`src/rtl/adc_capture_pkg.sv`:
```
// Shared definitions for the ADC capture sequencer: FSM state encoding,
// default minimum clear-hold length and the trigger-level disarm value.
package adc_capture_pkg;

  typedef enum logic [2:0] {
    ST_IDLE    = 3'd0,
    ST_CLEAR   = 3'd1,
    ST_SETTLE  = 3'd2,
    ST_ARMED   = 3'd3,
    ST_CAPTURE = 3'd4,
    ST_DONE    = 3'd5
  } state_t;

  // Cycles the datapath needs to flush its 3-stage pipeline, plus margin
  localparam int MIN_SETTLE_DEFAULT = 4;

  // Threshold no 16-bit sum can exceed, used as the reset trigger level
  localparam logic [15:0] TRIG_LEVEL_DISARM = 16'hFFFF;

endpackage

```
`src/rtl/adc_capture_outreg.sv`:
```
// Single-entry AXI-Stream output register. Accepts a sample when empty or
// draining in the same cycle; otherwise the sample is dropped and 'drop'
// pulses. 'flush' empties the register without emitting its contents.
module adc_capture_outreg (
  input  logic        aclk,
  input  logic        aresetn,
  input  logic        flush,
  input  logic        in_valid,
  input  logic [15:0] in_data,
  input  logic        in_last,
  output logic        m_axis_tvalid,
  output logic [15:0] m_axis_tdata,
  output logic        m_axis_tlast,
  input  logic        m_axis_tready,
  output logic        drop
);

  logic        valid_reg;
  logic [15:0] data_reg;
  logic        last_reg;
  logic        drain;
  logic        load;

  assign drain = valid_reg && m_axis_tready;
  assign load  = in_valid && (!valid_reg || drain);
  assign drop  = in_valid && valid_reg && !m_axis_tready;

  assign m_axis_tvalid = valid_reg;
  assign m_axis_tdata  = data_reg;
  assign m_axis_tlast  = last_reg;

  // Holding register: load, drain or flush
  always_ff @(posedge aclk or negedge aresetn) begin
    if (!aresetn) begin
      valid_reg <= 1'b0;
      data_reg  <= '0;
      last_reg  <= 1'b0;
    end else if (flush) begin
      valid_reg <= 1'b0;
      last_reg  <= 1'b0;
    end else if (load) begin
      valid_reg <= 1'b1;
      data_reg  <= in_data;
      last_reg  <= in_last;
    end else if (drain) begin
      valid_reg <= 1'b0;
      last_reg  <= 1'b0;
    end
  end

endmodule

```
`src/rtl/adc_capture_ctrl.sv`:
```
// ADC capture sequencer: arms the trigger datapath, holds it in reset while
// its pipeline flushes, then forwards a fixed number of post-trigger samples
// to the DMA stream. Optional macro ADC_CAPTURE_PEAK_EN adds sts_peak, the
// largest sample seen during the capture.
module adc_capture_ctrl
  import adc_capture_pkg::*;
#(
  parameter int CNT_W      = 32,
  parameter int TS_W       = 64,
  parameter int MIN_SETTLE = MIN_SETTLE_DEFAULT
) (
  input  logic             aclk,
  input  logic             aresetn,
  input  logic             cfg_arm,
  input  logic             cfg_abort,
  input  logic [15:0]      cfg_trig_level,
  input  logic [CNT_W-1:0] cfg_post_len,
  input  logic [7:0]       cfg_settle,
  output logic [15:0]      adc_trigger_level,
  output logic             adc_reset_trigger,
  output logic             adc_reset_max_sum,
  input  logic             s_axis_tvalid,
  input  logic [15:0]      s_axis_tdata,
  output logic             m_axis_tvalid,
  output logic [15:0]      m_axis_tdata,
  output logic             m_axis_tlast,
  input  logic             m_axis_tready,
  output logic [2:0]       sts_state,
  output logic             sts_done,
  output logic             sts_overflow,
  output logic [CNT_W-1:0] sts_count,
`ifdef ADC_CAPTURE_PEAK_EN
  output logic [15:0]      sts_peak,
`endif
  output logic [TS_W-1:0]  sts_trig_time
);

  localparam logic [7:0] MIN_SETTLE_B = 8'(MIN_SETTLE);

  state_t           state_reg, state_next;
  logic [TS_W-1:0]  ts_reg;
  logic [15:0]      trig_level_reg;
  logic [CNT_W-1:0] post_len_reg;
  logic [7:0]       settle_reg;
  logic [7:0]       settle_cnt_reg;
  logic [CNT_W-1:0] count_reg;
  logic [TS_W-1:0]  trig_time_reg;
  logic             done_reg;
  logic             overflow_reg;
  logic [7:0]       settle_len;
  logic             arm_ok;
  logic             sample;
  logic             last_sample;
  logic             drop;

  // Arm is only honoured when idle or finished; abort always takes priority
  assign arm_ok      = cfg_arm && !cfg_abort && (state_reg == ST_IDLE || state_reg == ST_DONE);
  assign sample      = s_axis_tvalid && !cfg_abort && (state_reg == ST_ARMED || state_reg == ST_CAPTURE);
  assign last_sample = sample && (count_reg == post_len_reg - 1'b1);
  assign settle_len  = (settle_reg > MIN_SETTLE_B) ? settle_reg : MIN_SETTLE_B;

  assign adc_trigger_level = trig_level_reg;
  assign sts_state         = state_reg;
  assign sts_done          = done_reg;
  assign sts_overflow      = overflow_reg;
  assign sts_count         = count_reg;
  assign sts_trig_time     = trig_time_reg;

  // FSM state register
  always_ff @(posedge aclk or negedge aresetn) begin
    if (!aresetn) state_reg <= ST_IDLE;
    else          state_reg <= state_next;
  end

  // Next state and datapath reset controls
  always_comb begin
    state_next        = state_reg;
    adc_reset_trigger = 1'b1;
    adc_reset_max_sum = 1'b0;
    case (state_reg)
      ST_IDLE, ST_DONE: if (arm_ok) state_next = ST_CLEAR;
      ST_CLEAR: begin
        adc_reset_max_sum = 1'b1;
        state_next        = ST_SETTLE;
      end
      ST_SETTLE: if (settle_cnt_reg == 8'd0) state_next = ST_ARMED;
      ST_ARMED: begin
        adc_reset_trigger = 1'b0;
        if (sample) state_next = last_sample ? ST_DONE : ST_CAPTURE;
      end
      ST_CAPTURE: begin
        adc_reset_trigger = 1'b0;
        if (last_sample) state_next = ST_DONE;
      end
      default: state_next = ST_IDLE;
    endcase
    if (cfg_abort) state_next = ST_IDLE;
  end

  // Timestamp, latched configuration, settle timer and capture status
  always_ff @(posedge aclk or negedge aresetn) begin
    if (!aresetn) begin
      ts_reg         <= '0;
      trig_level_reg <= TRIG_LEVEL_DISARM;
      post_len_reg   <= CNT_W'(1);
      settle_reg     <= '0;
      settle_cnt_reg <= '0;
      count_reg      <= '0;
      trig_time_reg  <= '0;
      done_reg       <= 1'b0;
      overflow_reg   <= 1'b0;
    end else begin
      ts_reg <= ts_reg + 1'b1;
      if (arm_ok) begin
        trig_level_reg <= cfg_trig_level;
        // A zero length would never terminate; capture a single sample instead
        post_len_reg   <= (cfg_post_len == '0) ? CNT_W'(1) : cfg_post_len;
        settle_reg     <= cfg_settle;
        count_reg      <= '0;
        done_reg       <= 1'b0;
        overflow_reg   <= 1'b0;
      end
      // Loaded in CLEAR so SETTLE lasts exactly settle_len cycles
      if (state_reg == ST_CLEAR)
        settle_cnt_reg <= settle_len - 8'd1;
      else if (state_reg == ST_SETTLE && settle_cnt_reg != 8'd0)
        settle_cnt_reg <= settle_cnt_reg - 8'd1;
      if (sample) begin
        count_reg <= count_reg + 1'b1;
        if (state_reg == ST_ARMED) trig_time_reg <= ts_reg;
      end
      if (drop) overflow_reg <= 1'b1;
      if (cfg_abort)        done_reg <= 1'b0;
      else if (last_sample) done_reg <= 1'b1;
    end
  end

`ifdef ADC_CAPTURE_PEAK_EN
  logic [15:0] peak_reg;
  assign sts_peak = peak_reg;

  // Running maximum of the samples taken in the current capture
  always_ff @(posedge aclk or negedge aresetn) begin
    if (!aresetn)                              peak_reg <= '0;
    else if (arm_ok)                           peak_reg <= '0;
    else if (sample && s_axis_tdata > peak_reg) peak_reg <= s_axis_tdata;
  end
`endif

  adc_capture_outreg u_outreg (
    .aclk          (aclk),
    .aresetn       (aresetn),
    .flush         (cfg_abort),
    .in_valid      (sample),
    .in_data       (s_axis_tdata),
    .in_last       (last_sample),
    .m_axis_tvalid (m_axis_tvalid),
    .m_axis_tdata  (m_axis_tdata),
    .m_axis_tlast  (m_axis_tlast),
    .m_axis_tready (m_axis_tready),
    .drop          (drop)
  );

endmodule

```
`config.mk`:
```
export PLATFORM = sky130hd
export DESIGN_NAME = adc_capture_ctrl
export DESIGN_NICKNAME = d
export VERILOG_FILES = /design/src/rtl/adc_capture_pkg.sv /design/src/rtl/adc_capture_outreg.sv /design/src/rtl/adc_capture_ctrl.sv
export SDC_FILE = /design/constraint.sdc
export NUM_CORES = 1
export LEC_CHECK = 0
export BUFFER_PORTS_ARGS = -buffer_cell sky130_fd_sc_hd__buf_4
export CAP_MARGIN = 15
export CORE_MARGIN = 2
export CORE_UTILIZATION = 40
export DETAILED_ROUTE_END_ITERATION = 8
export PLACE_DENSITY = 0.67
export REMOVE_ABC_BUFFERS = 1
export SYNTH_ARGS = -nofsm -noshare
export SYNTH_HDL_FRONTEND = slang
export SYNTH_HIERARCHICAL = 1
export SYNTH_SLANG_ARGS = --single-unit
export TNS_END_PERCENT = 5
```
`constraint.sdc`:
```
create_clock -name aclk -period 4.1 [get_ports aclk]
set_input_delay 0.41 -clock aclk [delete_from_list [all_inputs] [get_ports aclk]]
set_output_delay 0.41 -clock aclk [all_outputs]
set_load 0.02 [all_outputs]
```
==> metrics.md, run 1 <==
| Metric | Value |
|---|---|
| Status | complete, no violations |
| Area of the multi-input gates | 5320 um2 |
| CTS Buf Count | 29 |
| Core ar. | 28900 um2 |
| Total power | 7.07 mW |
| Post-route clock skew | 0.00568 ns |
| Max clock buf depth | 3 |
| Period minus WS final | 3.48 ns |
| Root Buffer | clkbuf_16 |
| Layout Cells excl Fill | 1752 |
| Die Area | 30900 um2 |
| Final period util | 0.848 |
| Setup crit start | post_len_reg[0]$_DFFE_PN1P_ |
| Max-Cap Viols | 0 |
| Setup_tns | 0 ns |
| Row cnt | 62 |
| Global-route wire length before repair | 48500 um |
| Htree depth | 1 |
| Mean Syn Cell Area | 10.4 um2 |
| Share of cells above drive strength 1 | 0.285 |
| Arr. time, crit path | 3.96 ns |
| Yosys warns | 6 |
| Inst Count DP | 1697 |
| Seq. cell area | 6200 um2 |
| Count leader, synth | nand2_1 |
| Synth top area share | 0.488 |
| Cell Pwr Density | 476 nW/um2 |
| Leakage | 7.30 nW |
| # clock sinks | 247 |
| Die Width | 176 um |
| Final WL | 29400 um |
| GRT Residual Overflow | 0 |
| Max FO, Critical Path | 5 |
| Cell area after layout | 14800 um2 |
| Combinational Power Share | 0.184 |
| Number of global-route vias before repair | 9204 |
| Worst hold path class | input port to flop |
| # fillers | 2698 |
| Detail Route Antenna Nets | 0 |
| GRT Resource Usage Total | 0.192 |
| I/O pins | 215 |
| Port Buffers | 214 |
| R2r worst-path depth | 11 |
| Sequential Power Share | 0.422 |
| FMAX | 288 MHz |
| Count of different cell masters after synthesis | 66 |
| Reg2reg end | u_outreg/m_axis_tlast$_DFFE_PN0P_ |
| Post-synth top cells | 235 x nand2_1, 230 x dfrtp_1, 78 x mux2_2, 73 x xnor2_1, 50 x nor2_1 |
| Register clock-pin slew on the reported worst setup and hold paths | 0.06 ns |
| Total iterations of the first detailed-routing run | 5 |
| Commonest register cell after synthesis | dfrtp_1 |
| GPL Wtd Cong | 0.842 |
| Req. time, crit path | 4.59 ns |
| Top area cells in the synthesized netlist | dfrtp_1 49%, nand2_1 7.5%, mux2_2 7.5%, xnor2_1 5.4%, dfstp_2 3.8% |
| RSZ-0062 raised after global routing | false |
| Ant diodes | 0 |
| Post-CTS Setup Bufs | 0 |
| Post-layout net count | 1427 |
| Final setup margin | 0.624 ns |
| Initial antenna violation count | 2 |
| Routed wire length per instance | 16.8 um |
| Post-synth EDFFs | 0 |
| Clk Latency, worst-skew pair | 0.56 ns |
| Place WS | 0.621 ns |
| Drc violations | 0 |
| Utilization after layout | 0.515 |
| Sequential area share after synthesis | 0.526 |
| Slew @ Worst Pin | 0.927 ns |
| Largest net degree at the start of global routing | 124 |
| Initial DRC Count | 469 |
| Final-report max-slew violation count | 0 |
| Worst IR Drop VDD | 0.316 mV |
| Starting Density | 0.409 |
| P_sw | 2.06 mW |
| Synthesized instance count | 1138 |
| Crit path to | u_outreg/m_axis_tlast$_DFFE_PN0P_ |
| Placed Area | 13800 um2 |
| Synth Cell Area | 11800 um2 |
| Reg-to-reg critical path startpoint | post_len_reg[0]$_DFFE_PN1P_ |
| Final setup violation count | 0 |
| Slew HR | 0.382 |
| CTS tree | done |
| Startpoint Class | flop |
| Fin Hold WS | 0.0394 ns |
| Sw frac | 0.292 |
| Via/cell ratio | 5.13 |
| Post-DP HPWL | 21000 um |
| Area leader, netlist | dfrtp_1 |
| Area growth, synth to finish | 25.9% |
| Worst R2R Setup Slack | 0.62 ns |
| Cell Int Power | 5.00 mW |
| CP endpoint kind | flop |
| CP Class | flop to flop |
| CTS resizes | 0 |
| Ys async rst share | 1.00 |
| Die Ht | 176 um |
| Final count of hold timing violations | 0 |
| DR vias | 8989 |
| Clk pwr share | 0.394 |
| #FFs+latches synth | 247 |
-- power by group through the flow --
| stage | Clock, mW | Combinational, mW | Sequential [mW] |
|---|---|---|---|
| finish | 2.78 | 1.30 | 2.98 |
| global route | 2.94 | 1.45 | 3.03 |
| CTS | 2.85 | 1.31 | 2.98 |
| detailed placement | 0 | 1.30 | 3.02 |
| global placement | 0 | 1.30 | 3.01 |
| floorplan | 0 | 0.716 | 3.08 |
-- per-layer routing --
layer / global-route usage / up-vias / share of wire
met5: 0 / - / 0.00078
met4: 0.0544 / 4 / 0.030
met3: 0.0487 / 59 / 0.066
met2: 0.316 / 196 / 0.47
met1: 0.251 / 4354 / 0.43
li1: - / 4376 / -
-- worst min-delay path by stage --
| stage | start | to | slack (ns) | cells after the start |
|---|---|---|---|---|
| floorplan | aresetn | post_len_reg[10]$_DFFE_PN0P_ | 0.11 | 0 |
| global placement | adc_trigger_level[11]$_DFFE_PN1P_ | adc_trigger_level[11]$_DFFE_PN1P_ | 0.45 | 2 |
| detailed placement | adc_trigger_level[6]$_DFFE_PN1P_ | adc_trigger_level[6]$_DFFE_PN1P_ | 0.45 | 2 |
| CTS | cfg_trig_level[10] | adc_trigger_level[10]$_DFFE_PN1P_ | 0.01 | 3 |
| global route | cfg_trig_level[6] | adc_trigger_level[6]$_DFFE_PN1P_ | 0.03 | 3 |
| finish | cfg_trig_level[10] | adc_trigger_level[10]$_DFFE_PN1P_ | 0.04 | 3 |
-- cell type report --
type | instances | area share
Inverter | 16 | 0.00404
Clock inverter | 17 | 0.0153
Multi-Input combinational cell | 823 | 0.358
Sequential cell | 247 | 0.418
Timing Repair Buffer | 228 | 0.118
Tap cell | 384 | 0.0324
Clock buffer | 37 | 0.0549
-- logic make-up after synthesis --
kind of cell	Yosys count	share of synthesized area
xor+xnor	114	0.0847
flops	247	0.526
simple gates	508	0.215
compound gates	99	0.0551
buf+inv	68	0.0237
mux	98	0.0915
fa+ha+maj	4	0.00425
-- cells in the final DEF, fill, tap and decap left out, drive strengths merged, types with 23 or more instances in the layout --
| cell type | n |
|---|---|
| buf | 227 |
| mux2 | 78 |
| nor4 | 28 |
| nand2 | 235 |
| nor3 | 23 |
| nor2 | 50 |
| dfrtp | 230 |
| nand4 | 26 |
| and3 | 30 |
| nand3 | 42 |
| clkbuf | 37 |
| xnor2 | 73 |
| xor2 | 41 |
| o21ai | 35 |
-- timing repair --
action | 4_1_cts | 5_1_grt
hold buffers | 1 | 0
setup endpoints to repair | 0 | 0
endpoints found under the hold margin | 6 | 0
-- worst max-delay path, stage by stage (launching register included) --
cell	delay [ns]
dfstp_2	0.38
inv_1	0.08
ha_1	0.21
or4b_2	0.66
nor3_1	0.50
nand4_1	0.18
xnor2_1	0.19
or4b_1	0.52
a21oi_1	0.11
nor4b_2	0.32
nand3b_1	0.12
a21oi_1	0.13
(Power assumes the default switching activity.)
==> inputs of run 2 (changes only) <==
PLACE_DENSITY = 0.69   (was 0.67)
clock period = 2.98 ns   (was 4.1 ns; I/O delays follow)
==> run 2 against run 1 <==
  * Maximum frequency is 18% higher
  * Sequential power is 36% higher
  * Hold slack worse by 0.0097 ns
  * Global-route usage is 1.1 points higher
  * Wire length is 7.2% higher
  * Die area stayed put
  * Critical path depth is 3 lower
  * Critical endpoint unchanged
==> metrics.md, run 2 (same netlist as run 1, synthesis figures left out) <==
| Metric | Value |
|---|---|
| Root Buffer | clkbuf_16 |
| Most frequent cells in the layout | 277 x buf_4, 235 x nand2_1, 228 x dfrtp_1 |
| Register clock-pin slew on the reported worst setup and hold paths | 0.06 ns |
| Max clock buf depth | 3 |
| Critical path's slowest cell | or4_4 |
| Cell Pwr Density | 628 nW/um2 |
| Slew HR | 0.459 |
| Row cnt | 62 |
| Max FO, Critical Path | 5 |
| Initial antenna violation count | 2 |
| I/O pins | 215 |
| Global-route wire length before repair | 50800 um |
| Period minus WS final | 2.94 ns |
| CP endpoint kind | flop |
| Via/cell ratio | 5.09 |
| Most common cell after layout, fill and taps aside | buf_4 |
| Detail Route Antenna Nets | 0 |
| GPL Wtd Cong | 0.909 |
| RSZ-0062 raised after global routing | true |
| Fin Hold WS | 0.0297 ns |
| Core ar. | 28900 um2 |
| Placed Area | 14200 um2 |
| Routed wire length per instance | 16.7 um |
| Delay of the slowest cell on the worst path | 0.58 ns |
| Cells along the critical path | or4_4, or4_4, xnor2_4, o211ai_1, or4_4, nor4b_4, nand3b_1, a21oi_2 |
| # clock sinks | 247 |
| Slew @ Worst Pin | 0.807 ns |
| Status | complete, no violations |
| CTS Buf Count | 29 |
| Final count of hold timing violations | 0 |
| Area growth, synth to finish | 38.3% |
| Clk Latency, worst-skew pair | 0.56 ns |
| Most Frequent Cell on Critical Path | or4_4 |
| Worst IR Drop VDD | 0.435 mV |
| Die Area | 30900 um2 |
| Final-report max-slew violation count | 0 |
| Leakage | 7.97 nW |
| Number of global-route vias before repair | 9870 |
| Final setup violation count | 0 |
| Total iterations of the first detailed-routing run | 5 |
| Initial DRC Count | 591 |
| Max-Cap Viols | 0 |
| Largest net degree at the start of global routing | 83 |
| Post-route clock skew | 0.0145 ns |
| FMAX | 341 MHz |
| Htree depth | 1 |
| Post-DP HPWL | 21900 um |
| Final period util | 0.985 |
| Port Buffers | 214 |
| Total power | 10.2 mW |
| Worst hold path class | input port to flop |
| Post-layout net count | 1559 |
| Final WL | 31600 um |
| Startpoint Class | flop |
| Utilization after layout | 0.565 |
| # fillers | 2490 |
| Arr. time, crit path | 3.43 ns |
| Drc violations | 0 |
| CTS tree | done |
| Req. time, crit path | 3.47 ns |
| CP Class | flop to flop |
| GRT Resource Usage Total | 0.203 |
| Share of cells above drive strength 1 | 0.319 |
| GRT Residual Overflow | 0 |
| Starting Density | 0.409 |
| Die Width | 176 um |
| Cell area after layout | 16300 um2 |
| DR vias | 9594 |
| Die Ht | 176 um |
-- run 2: final timing paths --
| path | start | endpoint | slack (ns) | cells after the start |
|---|---|---|---|---|
| max | post_len_reg[3]$_DFFE_PN0P_ | u_outreg/m_axis_tlast$_DFFE_PN0P_ | 0.04 | 8 |
| min | m_axis_tready | u_outreg/m_axis_tvalid$_DFFE_PN0P_ | 0.03 | 4 |
| max reg2reg | post_len_reg[3]$_DFFE_PN0P_ | u_outreg/m_axis_tlast$_DFFE_PN0P_ | 0.04 | 8 |
| min reg2reg | adc_trigger_level[3]$_DFFE_PN1P_ | adc_trigger_level[3]$_DFFE_PN1P_ | 0.46 | 2 |
| max in group asynchronous | aresetn | adc_trigger_level[11]$_DFFE_PN1P_ | 1.77 | 3 |
| min in group asynchronous | aresetn | sts_trig_time[44]$_DFFE_PN0P_ | 0.29 | 2 |
-- run 2: worst max-delay path: cells and delay by family (launching register included) --
family,cells,cell delay [ns]
xor+xnor,1,0.17
compound gates,2,0.26
simple gates,5,2.00
flops,1,0.44
-- run 2: final cells by class --
type	count	area [um2]	area share
sequential	247	6200	0.380
multi-input combinational	823	5540	0.340
timing repair buffer	360	2970	0.182
clock buffer	38	820	0.0503
tap	384	480	0.0295
clock inverter	15	228	0.0140
inverter	16	60.1	0.00368
antenna	2	5.00	0.000307
-- run 2: report_power, final --
| part | internal (mW) | switching [mW] |
|---|---|---|
| Clock | 2.37 | 1.45 |
| Sequential | 3.73 | 0.320 |
| Combinational | 1.12 | 1.25 |
| Total | 7.22 | 3.01 |
-- run 2: repair_timing --
action / in CTS / in global routing
endpoints found under the hold margin: 144 / 0
pin swaps: 8 / 16
hold buffers: 75 / 0
buffers inserted: 1 / 6
endpoints found under the setup margin: 3 / 6
cloned: 0 / 0
gates resized for setup: 20 / 24
-- run 2: through the flow --
stage / cells / setup TNS (ns) / worst slack (ns)
3_3_place_gp: 1750 / -0.168 / -0.158
3_5_place_dp: 1750 / -0.312 / -0.212
5_1_grt: 1884 / -0.143 / -0.0642
4_1_cts: 1878 / 0 / 0.00831
2_1_floorplan: 1086 / -44.07 / -0.602
6_report: 1885 / 0 / 0.0439
-- run 2: routing by layer --
layer  vias to the layer above  part of all wire  GRT usage
li1                       4643                 -          -
met1                      4673              0.43      0.262
met2                       217              0.48      0.342
met3                        61             0.051     0.0405
met4                         0             0.033     0.0668
met5                         -                 0          0
==> inputs of run 3 (changes only) <==
PLACE_DENSITY = 0.67   (was 0.69)
clock period = 2.9 ns   (was 2.98 ns; I/O delays follow)
==> run 3 against run 2 <==
  * The run now ends with setup timing left
  * Sequential cell count unchanged
  * Register-to-register slack got worse by 0.11 ns
  * Cell count is 0.48% higher
  * Non-clock buffer count increased by 11
  * First-iteration DRC count decreased by 12%
  * Sequential share of layout area is 0.20 points higher
  * Count of clock-buffer cells in the layout shrank 3
  * Critical path depth is 1 higher
  * Clock power shrank 1%
  * Sequential power is 1% higher
  * Critical endpoint unchanged
  * Largest power group unchanged
==> metrics.md, run 3 (same netlist as run 1, synthesis figures left out) <==
| Metric | Value |
|---|---|
| Failing checks | setup timing |
| GRT Resource Usage Total | 0.206 |
| Leakage | 7.97 nW |
| Final period util | 1.02 |
| Port Buffers | 214 |
| Reg2reg end | u_outreg/m_axis_tlast$_DFFE_PN0P_ |
| Max FO, Critical Path | 4 |
| Total power | 10.3 mW |
| Via/cell ratio | 5.13 |
| Post-route clock skew | 0.00991 ns |
| Core ar. | 28900 um2 |
| DR vias | 9715 |
| Initial DRC Count | 523 |
| Die Area | 30900 um2 |
| Final setup margin | -0.0709 ns |
| Setup crit start | post_len_reg[11]$_DFFE_PN0P_ |
| Worst hold path class | input port to flop |
| Most common cell after layout, fill and taps aside | buf_4 |
| Htree depth | 1 |
| Row cnt | 62 |
| Status | complete, but fails checks |
| Reg-to-reg critical path startpoint | post_len_reg[11]$_DFFE_PN0P_ |
| Number of global-route vias before repair | 9865 |
| Arr. time, crit path | 3.43 ns |
| CP endpoint kind | flop |
| R2r worst-path depth | 9 |
| Period minus WS final | 2.97 ns |
| Cell Pwr Density | 636 nW/um2 |
| CTS Buf Count | 27 |
| Post-DP HPWL | 22500 um |
| Max-Cap Viols | 0 |
| Post-layout net count | 1568 |
| Startpoint Class | flop |
| Final count of hold timing violations | 0 |
| Final setup violation count | 2 |
| Global-route wire length before repair | 51500 um |
| Starting Density | 0.409 |
| Max clock buf depth | 3 |
| Worst IR Drop VDD | 0.400 mV |
| Slew HR | 0.501 |
| Register clock-pin slew on the reported worst setup and hold paths | 0.06 ns |
| Req. time, crit path | 3.36 ns |
| GR Util met3 | 0.0450 |
| Routed wire length per instance | 16.8 um |
| Drc violations | 0 |
| I/O pins | 215 |
| Die Width | 176 um |
| Met1 Usage GRT | 0.272 |
| Area growth, synth to finish | 37.6% |
| GR peak layer | met2 |
| FMAX | 337 MHz |
| Most frequent cells in the layout | 293 x buf_4, 235 x nand2_1, 230 x dfrtp_1 |
| Largest net degree at the start of global routing | 73 |
| Crit path to | u_outreg/m_axis_tlast$_DFFE_PN0P_ |
| # fillers | 2525 |
| Final WL | 31900 um |
| Setup_tns | -0.141 ns |
| CTS tree | done |
| RSZ-0062 raised after global routing | true |
| # clock sinks | 247 |
| GRT Residual Overflow | 0 |
| GRT met2 Usage | 0.338 |
| Slew @ Worst Pin | 0.742 ns |
| Share of cells above drive strength 1 | 0.315 |
| CP Class | flop to flop |
| Worst R2R Setup Slack | -0.07 ns |
| Die Ht | 176 um |
| GPL Wtd Cong | 0.886 |
| Clk Latency, worst-skew pair | 0.54 ns |
| Initial antenna violation count | 2 |
| Detail Route Antenna Nets | 0 |
| Total iterations of the first detailed-routing run | 4 |
| Root Buffer | clkbuf_16 |
| Final-report max-slew violation count | 0 |
[run 3: layout make-up]
class | count | area (um2) | share of cell area
inverters | 16 | 60.1 | 0.00370
flip-flops and latches | 247 | 6200 | 0.382
well taps | 384 | 480 | 0.0296
multi-input cells | 823 | 5450 | 0.336
clock buffers | 35 | 746 | 0.0460
repair buffers | 371 | 3040 | 0.187
clock inverters | 15 | 235 | 0.0145
diodes | 3 | 7.51 | 0.000463
[run 3: timing repair]
| item | CTS | global route |
|---|---|---|
| endpoints found under the hold margin | 129 | 1 |
| endpoints found under the setup margin | 3 | 9 |
| resized for setup | 14 | 11 |
| hold buffers | 71 | 1 |
| buffers inserted | 0 | 0 |
| pin swaps | 3 | 3 |
[run 3: metrics by stage]
step | setup WS (ns) | cell area (um2) | hold WS (ns) | instances | util
3_5_place_dp | -0.279 | 14400 | 0.283 | 1769 | 0.498
3_3_place_gp | -0.266 | 14400 | 0.279 | 1769 | 0.498
2_1_floorplan | -0.682 | 11600 | -0.00559 | 1086 | -
5_1_grt | -0.187 | 16200 | 0.0228 | 1892 | 0.562
6_report | -0.0709 | 16200 | 0.0265 | 1894 | 0.562
4_1_cts | -0.0904 | 16100 | 0.00488 | 1890 | 0.559
[run 3: worst max-delay path, cell delays in order (launching register included)]
cell and delay, ns:
dfrtp_1 0.41, or4_4 0.59, or3_4 0.42, nor4_4 0.26, xnor2_2 0.12, or4b_1 0.49, a21oi_2 0.13, nor4b_4 0.23
nand3b_1 0.11, a21oi_1 0.13
[run 3: layer usage]
metal,share of wire,wire length [um]
met1,0.43,13800
met2,0.48,15300
met3,0.059,1880
met4,0.029,930
met5,0.00041,13
[run 3: worst min path at each step]
| stage | startpoint | cells after the start | end |
|---|---|---|---|
| finish | cfg_post_len[16] | 3 | post_len_reg[16]$_DFFE_PN0P_ |
| detailed placement | aresetn | 1 | sts_trig_time[46]$_DFFE_PN0P_ |
| global placement | aresetn | 1 | sts_trig_time[46]$_DFFE_PN0P_ |
| global route | cfg_post_len[16] | 3 | post_len_reg[16]$_DFFE_PN0P_ |
| CTS | s_axis_tdata[7] | 2 | u_outreg/m_axis_tdata[7]$_DFFE_PN0P_ |
| floorplan | aresetn | 0 | post_len_reg[10]$_DFFE_PN0P_ |
[run 3: where the power goes]
part           switching, mW  leakage [nW]  internal (mW)
Combinational           1.29          4.20           1.13
Sequential             0.283          3.29           3.83
Clock                   1.43         0.483           2.35
Total                   3.01          7.97           7.30
